$ cat src/rtl/mem_stage.sv
// mem_stage -- memory stage of a 16-bit in-order pipeline.
//
// Takes one instruction at a time from EX. ALU-class results are presented
// for writeback the cycle after acceptance. SW/CALL/LW/RET issue a single
// data-memory request and wait for mem_ack, bounded by TIMEOUT_CYCLES.
// A timeout sets the sticky err flag and drops the instruction.
//
// Ports:
//   clk, rst_n        rising-edge clock, async active-low reset
//   ex_valid/ex_ready EX handshake; ex_instr/ex_result/ex_rt latched on accept
//   flush             discard whatever is held; nothing is accepted that edge
//   mem_req/mem_we/mem_addr/mem_wdata  data-memory request (held until ack)
//   mem_rdata/mem_ack                  memory response
//   wb_valid/wb_instr/wb_data          one-cycle writeback strobe and payload
//   err               sticky memory-timeout flag
//
// Handshake: a transfer from EX happens on a rising edge where
// ex_valid=1, ex_ready=1 and flush=0. ex_ready depends only on state,
// never on ex_valid. The memory side has no ready: mem_req and its
// payload stay constant until an edge samples mem_ack=1.
//
// Opcode map (ex_instr[15:12]):
//   0 ADD  1 SUB  2 NAND 3 XOR  4 INC  5 SRA  6 SRL  7 SLL
//   8 LW   9 SW   A LHB  B LLB  C B    D CALL E RET  F undefined

module mem_stage #(
    parameter int unsigned TIMEOUT_CYCLES = 16
) (
    input  logic        clk,
    input  logic        rst_n,
    input  logic        ex_valid,
    output logic        ex_ready,
    input  logic [15:0] ex_instr,
    input  logic [15:0] ex_result,
    input  logic [15:0] ex_rt,
    input  logic        flush,
    output logic        mem_req,
    output logic        mem_we,
    output logic [15:0] mem_addr,
    output logic [15:0] mem_wdata,
    input  logic [15:0] mem_rdata,
    input  logic        mem_ack,
    output logic        wb_valid,
    output logic [15:0] wb_instr,
    output logic [15:0] wb_data,
    output logic        err
);

    typedef enum logic [1:0] {
        S_IDLE = 2'd0,
        S_HOLD = 2'd1,
        S_WAIT = 2'd2,
        S_DONE = 2'd3
    } state_t;

    localparam logic [3:0] OP_LW   = 4'h8;
    localparam logic [3:0] OP_SW   = 4'h9;
    localparam logic [3:0] OP_CALL = 4'hD;
    localparam logic [3:0] OP_RET  = 4'hE;

    // Last counter value before the timeout fires: the counter starts at 0
    // in the first WAIT cycle, so TIMEOUT_CYCLES-1 marks the final one.
    localparam logic [7:0] TIMEOUT_LAST = 8'(TIMEOUT_CYCLES - 1);

    state_t      state;
    logic [7:0]  wait_cnt;
    logic [15:0] instr_q;
    logic [15:0] result_q;
    logic        load_q;

    logic [3:0]  op;
    logic        dec_alu;
    logic        dec_store;
    logic        dec_load;
    logic        accept;

    always_comb begin
        op        = ex_instr[15:12];
        dec_alu   = 1'b0;
        dec_store = 1'b0;
        dec_load  = 1'b0;
        // ALU class: 0-7 plus LHB/LLB (A, B).
        if (op <= 4'h7 || op == 4'hA || op == 4'hB) begin
            dec_alu = 1'b1;
        end
        if (op == OP_SW || op == OP_CALL) begin
            dec_store = 1'b1;
        end
        if (op == OP_LW || op == OP_RET) begin
            dec_load = 1'b1;
        end
    end

    // Gated by rst_n so ex_ready reads 0 while reset is held and 1 as
    // soon as it is released (state is IDLE at that point).
    assign ex_ready = rst_n & (state != S_WAIT);
    assign accept   = ex_valid & ex_ready & ~flush;

    always_ff @(posedge clk or negedge rst_n) begin
        if (!rst_n) begin
            state     <= S_IDLE;
            wait_cnt  <= 8'd0;
            instr_q   <= 16'd0;
            result_q  <= 16'd0;
            load_q    <= 1'b0;
            mem_req   <= 1'b0;
            mem_we    <= 1'b0;
            mem_addr  <= 16'd0;
            mem_wdata <= 16'd0;
            wb_valid  <= 1'b0;
            wb_instr  <= 16'd0;
            wb_data   <= 16'd0;
            err       <= 1'b0;
        end else if (flush) begin
            // Flush beats a simultaneous ack: the access may have happened
            // in memory, but nothing is retired.
            state     <= S_IDLE;
            mem_req   <= 1'b0;
            mem_we    <= 1'b0;
            mem_addr  <= 16'd0;
            mem_wdata <= 16'd0;
            wb_valid  <= 1'b0;
            wb_instr  <= 16'd0;
            wb_data   <= 16'd0;
        end else if (state == S_WAIT) begin
            if (mem_ack) begin
                state     <= S_DONE;
                mem_req   <= 1'b0;
                mem_we    <= 1'b0;
                mem_addr  <= 16'd0;
                mem_wdata <= 16'd0;
                wb_valid  <= 1'b1;
                wb_instr  <= instr_q;
                // Loads retire the read data; SW/CALL retire the EX result
                // (for CALL this is the updated stack pointer).
                wb_data   <= load_q ? mem_rdata : result_q;
            end else if (wait_cnt == TIMEOUT_LAST) begin
                state     <= S_IDLE;
                mem_req   <= 1'b0;
                mem_we    <= 1'b0;
                mem_addr  <= 16'd0;
                mem_wdata <= 16'd0;
                err       <= 1'b1;
            end else begin
                wait_cnt <= wait_cnt + 8'd1;
            end
        end else begin
            // IDLE, HOLD, DONE: any presented result lasts one cycle, and a
            // new instruction may be taken in the same edge.
            state    <= S_IDLE;
            wb_valid <= 1'b0;
            wb_instr <= 16'd0;
            wb_data  <= 16'd0;
            if (accept) begin
                instr_q  <= ex_instr;
                result_q <= ex_result;
                load_q   <= dec_load;
                if (dec_alu) begin
                    state    <= S_HOLD;
                    wb_valid <= 1'b1;
                    wb_instr <= ex_instr;
                    wb_data  <= ex_result;
                end else if (dec_store || dec_load) begin
                    state     <= S_WAIT;
                    wait_cnt  <= 8'd0;
                    mem_req   <= 1'b1;
                    mem_we    <= dec_store;
                    mem_addr  <= ex_result;
                    mem_wdata <= dec_store ? ex_rt : 16'd0;
                end
                // B and undefined opcodes are consumed silently.
            end
        end
    end

endmodule
$ cat config.mk
export PLATFORM = sky130hd
export DESIGN_NAME = mem_stage
export DESIGN_NICKNAME = d
export VERILOG_FILES = /design/src/rtl/mem_stage.sv
export SDC_FILE = /design/constraint.sdc
export NUM_CORES = 1
export LEC_CHECK = 0
export ABC_AREA = 1
export CAP_MARGIN = 15
export CORE_MARGIN = 4
export CORE_UTILIZATION = 49
export CTS_CLUSTER_SIZE = 8
export DETAILED_ROUTE_END_ITERATION = 10
export GPL_ROUTABILITY_DRIVEN = 0
export PLACE_DENSITY = 0.81
export SLEW_MARGIN = 20
export SYNTH_ARGS = -nofsm -noshare
export SYNTH_HDL_FRONTEND = slang
export SYNTH_SLANG_ARGS = --single-unit
$ cat constraint.sdc
create_clock -name clk -period 2 [get_ports clk]
set_input_delay 0.3 -clock clk [delete_from_list [all_inputs] [get_ports clk]]
set_output_delay 0.3 -clock clk [all_outputs]
set_load 0.005 [all_outputs]
==> load_flow_metrics.sql <==
INSERT INTO impl_metrics (metric_group, metric, value, unit) VALUES
('job', 'cap_violations', '0', ''),
('power_and_ir_drop', 'power.sequential.fraction', '0.557', ''),
('timing', 'finalCritPeriodShare', '0.8637', ''),
('layout', 'fraction_of_layout_cells_with_a_size_suffix_above_1', '0.05646', ''),
('die', 'start_util', '0.4993', ''),
('die', 'die-width', '110.1', 'µm'),
('logic_synthesis', 'ff_latch_count_synth', '111', ''),
('global_routing', 'grt_remaining_overflow', '0', ''),
('timing', 'fin_crit', '1.727', 'ns'),
('critical_path', 'timing.critical_path.arrival', '1.99', 'ns'),
('worst_hold_path', 'min-delay-path-class', 'reg2reg', ''),
('timing', 'setup_viol_count_final', '0', ''),
('detailed_routing', 'drt_iter0_markers', '343', ''),
('timing', 'setup_total_negative_slack', '0', 'ns'),
('worst_hold_path', 'hold_endpoint', 'err', ''),
('die', 'die_area', '12120', 'µm²'),
('clock_tree', 'path_clk_slew', '0.09', 'ns'),
('power_and_ir_drop', 'peakVddDrop', '0.3636', 'mV'),
('die', 'boundaryPins', '138', ''),
('timing', 'worst_slew_margin_rel', '0.4762', ''),
('critical_path', 'setup_crit_start_kind', 'input port', ''),
('power_and_ir_drop', 'p_per_area', '652.1', 'nW/µm²'),
('critical_path', 'worst_r2r_startpoint', 'wait_cnt[0]', ''),
('clock_tree', 'cts_root_buf', 'sky130_fd_sc_hd__clkbuf_8', ''),
('power_and_ir_drop', 'p_sw_frac', '0.2616', ''),
('clock_tree', 'cts_buffers', '9', ''),
('global_routing', 'grt_pass1_vias', '4622', ''),
('placement', 'place_hpwl', '9329', 'µm'),
('critical_path', 'rr_endpoint', 'mem_wdata[3]', ''),
('critical_path', 'r2r.worst_path.cells', '7', ''),
('power_and_ir_drop', 'total_leakage_power', '3.530', 'nW'),
('logic_synthesis', 'instance_count_of_the_mapped_netlist', '659', ''),
('worst_hold_path', 'min_path_cells', '1', ''),
('die', 'core-area', '10230', 'µm²'),
('detailed_routing', 'drc_errors', '0', ''),
('layout', 'most-common-layout-cells', 'sky130_fd_sc_hd__nand2_1, sky130_fd_sc_hd__clkdlybuf4s50_1, sky130_fd_sc_hd__dfrtp_1, sky130_fd_sc_hd__nand3_1, sky130_fd_sc_hd__o21ai_0', ''),
('global_routing', 'grt_antenna_before_repair', '0', ''),
('timing', 'unrepaired_setup_endpoints_after_global_routing', 'no', ''),
('detailed_routing', 'routed_wire_length_per_instance', '14.28', 'µm'),
('timing', 'timing_max_transition_violations_final', '0', ''),
('detailed_routing', 'antenna_left', '0', ''),
('logic_synthesis', 'yosysSeqAreaShare', '0.5437', ''),
('placement', 'numPortBuffers', '137', ''),
('timing', 'whs', '0.4603', 'ns'),
('timing', 'max_clock_freq', '578.9', 'MHz'),
('logic_synthesis', 'synth_area_per_cell', '7.752', 'µm²'),
('run_status', 'result_of_the_run', 'finished, final reports clean', ''),
('logic_synthesis', 'synthDistinctLibCells', '25', ''),
('timing', 'timing_worst_slew_pin_value', '0.7856', 'ns'),
('die', 'die_h', '110.1', 'µm'),
('worst_hold_path', 'hold_start', 'err', ''),
('die', 'placementRows', '37', ''),
('clock_tree', 'insertion_delay', '0.36', 'ns'),
('detailed_routing', 'dr.pass1.iters', '4', ''),
('logic_synthesis', 'yosys_warnings', '0', ''),
('clock_tree', 'cts_buffer_depth', '2', ''),
('global_routing', 'grt_first_pass_wirelength', '21760', 'µm'),
('logic_synthesis', 'syn-num-nets', '729', ''),
('detailed_routing', 'vias', '4784', ''),
('critical_path', 'critPathRequiredTime', '2.26', 'ns'),
('clock_tree', 'clock_tree.htree_level_count', '3', ''),
('clock_tree', 'cts_tree', 'yes', ''),
('logic_synthesis', 'post_synth_instance_area', '5109', 'µm²'),
('layout', 'num_antenna_cells', '0', ''),
('timing', 'fin_worst_skew', '0.005364', 'ns'),
('global_routing', 'overall_track_demand_over_capacity_in_global_routing', '0.2280', ''),
('power_and_ir_drop', 'power_frac_comb', '0.151', ''),
('detailed_routing', 'post_drt_via_cell_ratio', '5.128', ''),
('critical_path', 'worst-setup-path-type', 'in2reg', ''),
('power_and_ir_drop', 'clkPwrFrac', '0.292', ''),
('timing', 'timing.final.hold_violations', '0', ''),
('layout', 'syn2layout_area_growth', '34.29', '%'),
('clock_tree', 'numClockSinks', '111', ''),
('power_and_ir_drop', 'internal-power', '3.304', 'mW'),
('layout', 'layout_commonest_cell', 'sky130_fd_sc_hd__nand2_1', ''),
('critical_path', 'critical_path_peak_fanout', '23', ''),
('detailed_routing', 'routed_wl', '13320', 'µm'),
('global_routing', 'largest_net_degree_at_the_start_of_global_routing', '90', ''),
('power_and_ir_drop', 'netSwitchingPower', '1.170', 'mW'),
('layout', 'finalNetCount', '862', ''),
('critical_path', 'endpoint_kind', 'flip-flop', ''),
('critical_path', 'r2r_slack', '0.29', 'ns');
==> metrics by stage <==
| stage | cell area [µm²] | power (mW) | instances | worst slack (ns) | utilization |
|---|---|---|---|---|---|
| final | 6860 | 4.474 | 933 | 0.2725 | 0.6705 |
| after global routing | 6860 | 4.701 | 933 | 0.05367 | 0.6705 |
| after CTS | 6854 | 4.509 | 933 | 0.008084 | 0.6699 |
| after detailed placement | 6649 | 3.212 | 916 | 0.1404 | 0.6499 |
| after global placement | 6649 | 3.182 | 916 | 0.2097 | 0.6499 |
| after floorplan | 5109 | 2.816 | 659 | 0.5338 | - |
==> Yosys cell counts <==
cell type                    n  share of area
sky130_fd_sc_hd__o21ai_2     1         0.0017
sky130_fd_sc_hd__a21o_1      1         0.0015
sky130_fd_sc_hd__nand3_1    65          0.064
sky130_fd_sc_hd__xnor2_1     1         0.0017
sky130_fd_sc_hd__buf_2      13          0.013
sky130_fd_sc_hd__nor3_4      1         0.0032
sky130_fd_sc_hd__nor2_1     16          0.012
sky130_fd_sc_hd__nand2_1   330           0.24
sky130_fd_sc_hd__inv_1      30          0.022
sky130_fd_sc_hd__xor2_1      2         0.0034
sky130_fd_sc_hd__nor2_4      2         0.0044
sky130_fd_sc_hd__inv_2       2         0.0015
sky130_fd_sc_hd__clkbuf_1   16          0.012
sky130_fd_sc_hd__a31oi_1     1         0.0012
sky130_fd_sc_hd__nand2_4     1         0.0022
sky130_fd_sc_hd__nand3_2     2         0.0039
sky130_fd_sc_hd__buf_4       4         0.0059
sky130_fd_sc_hd__o21ai_0    39          0.038
sky130_fd_sc_hd__o21bai_1    1         0.0015
sky130_fd_sc_hd__dfrtp_1   111           0.54
sky130_fd_sc_hd__o21ai_1     1        0.00098
sky130_fd_sc_hd__nor2_2      1         0.0012
sky130_fd_sc_hd__a21oi_1    16          0.016
sky130_fd_sc_hd__ha_1        1         0.0024
sky130_fd_sc_hd__nand2_2     1         0.0012
==> worst max-delay path, cell delays in order <==
cell	delay [ns]
sky130_fd_sc_hd__dlygate4sd3_1	0.56
sky130_fd_sc_hd__buf_4	0.15
sky130_fd_sc_hd__buf_4	0.30
sky130_fd_sc_hd__a31oi_1	0.14
sky130_fd_sc_hd__nor2_1	0.24
sky130_fd_sc_hd__nand2_2	0.16
sky130_fd_sc_hd__nand2_1	0.09
sky130_fd_sc_hd__nand2_1	0.05
==> logic make-up after synthesis <==
| family | after synthesis | synth area share |
|---|---|---|
| AO/OA/AOI/OAI | 60 | 0.06074 |
| XOR/XNOR | 3 | 0.005144 |
| adder cells (fa/ha/maj) | 1 | 0.002449 |
| buffers and inverters | 65 | 0.05388 |
| flip-flops | 111 | 0.5437 |
| AND/OR/NAND/NOR | 419 | 0.3341 |
==> power groups by stage <==
stage                     combinational, mW  sequential, mW  clock [mW]
after detailed placement              0.679            2.53           0
after floorplan                       0.299            2.52           0
after global routing                  0.762            2.51        1.43
after global placement                0.658            2.52           0
final                                 0.676            2.49        1.31
after CTS                             0.684            2.49        1.33
==> final cells by class <==
type,instances,area [µm²]
tap,136,170.2
sequential,111,2778
fill,852,3371
clock buffer,14,182.7
timing repair buffer,155,1538
multi-input combinational,483,2059
clock inverter,2,12.51
inverter,32,120.1
==> repair_timing <==
action / 4_1_cts / 5_1_grt
hold buffers: 1 / 0
buffers inserted: 0 / 0
endpoints found under the hold margin: 22 / 0
resized for setup: 0 / 1
endpoints found under the setup margin: 0 / 1
==> routing by layer <==
metal	part of all wire	track usage	vias to the layer above
met5	0	0	-
met4	0.018	0.09059	0
met3	0.072	0.04077	26
met2	0.49	0.3744	171
met1	0.42	0.3015	2265
li1	-	-	2322
==> registers in the layout, summed over array words and instances (netlist names) <==
name / count
err: 1
instr_q: 16
load_q: 1
mem_addr: 16
mem_req: 1
mem_wdata: 16
mem_we: 1
result_q: 16
state: 2
wait_cnt: 8
wb_data: 16
wb_instr: 16
wb_valid: 1
==> worst max-delay path by stage <==
stage / startpoint / to / slack, ns
finish: rst_n / wait_cnt[5] / 0.27
global placement: flush / wait_cnt[5] / 0.21
detailed placement: ex_instr[15] / wait_cnt[0] / 0.14
floorplan: wait_cnt[0] / mem_addr[0] / 0.53
CTS: rst_n / ex_ready / 0.008
global route: rst_n / wait_cnt[3] / 0.05
(Power assumes the default switching activity.)
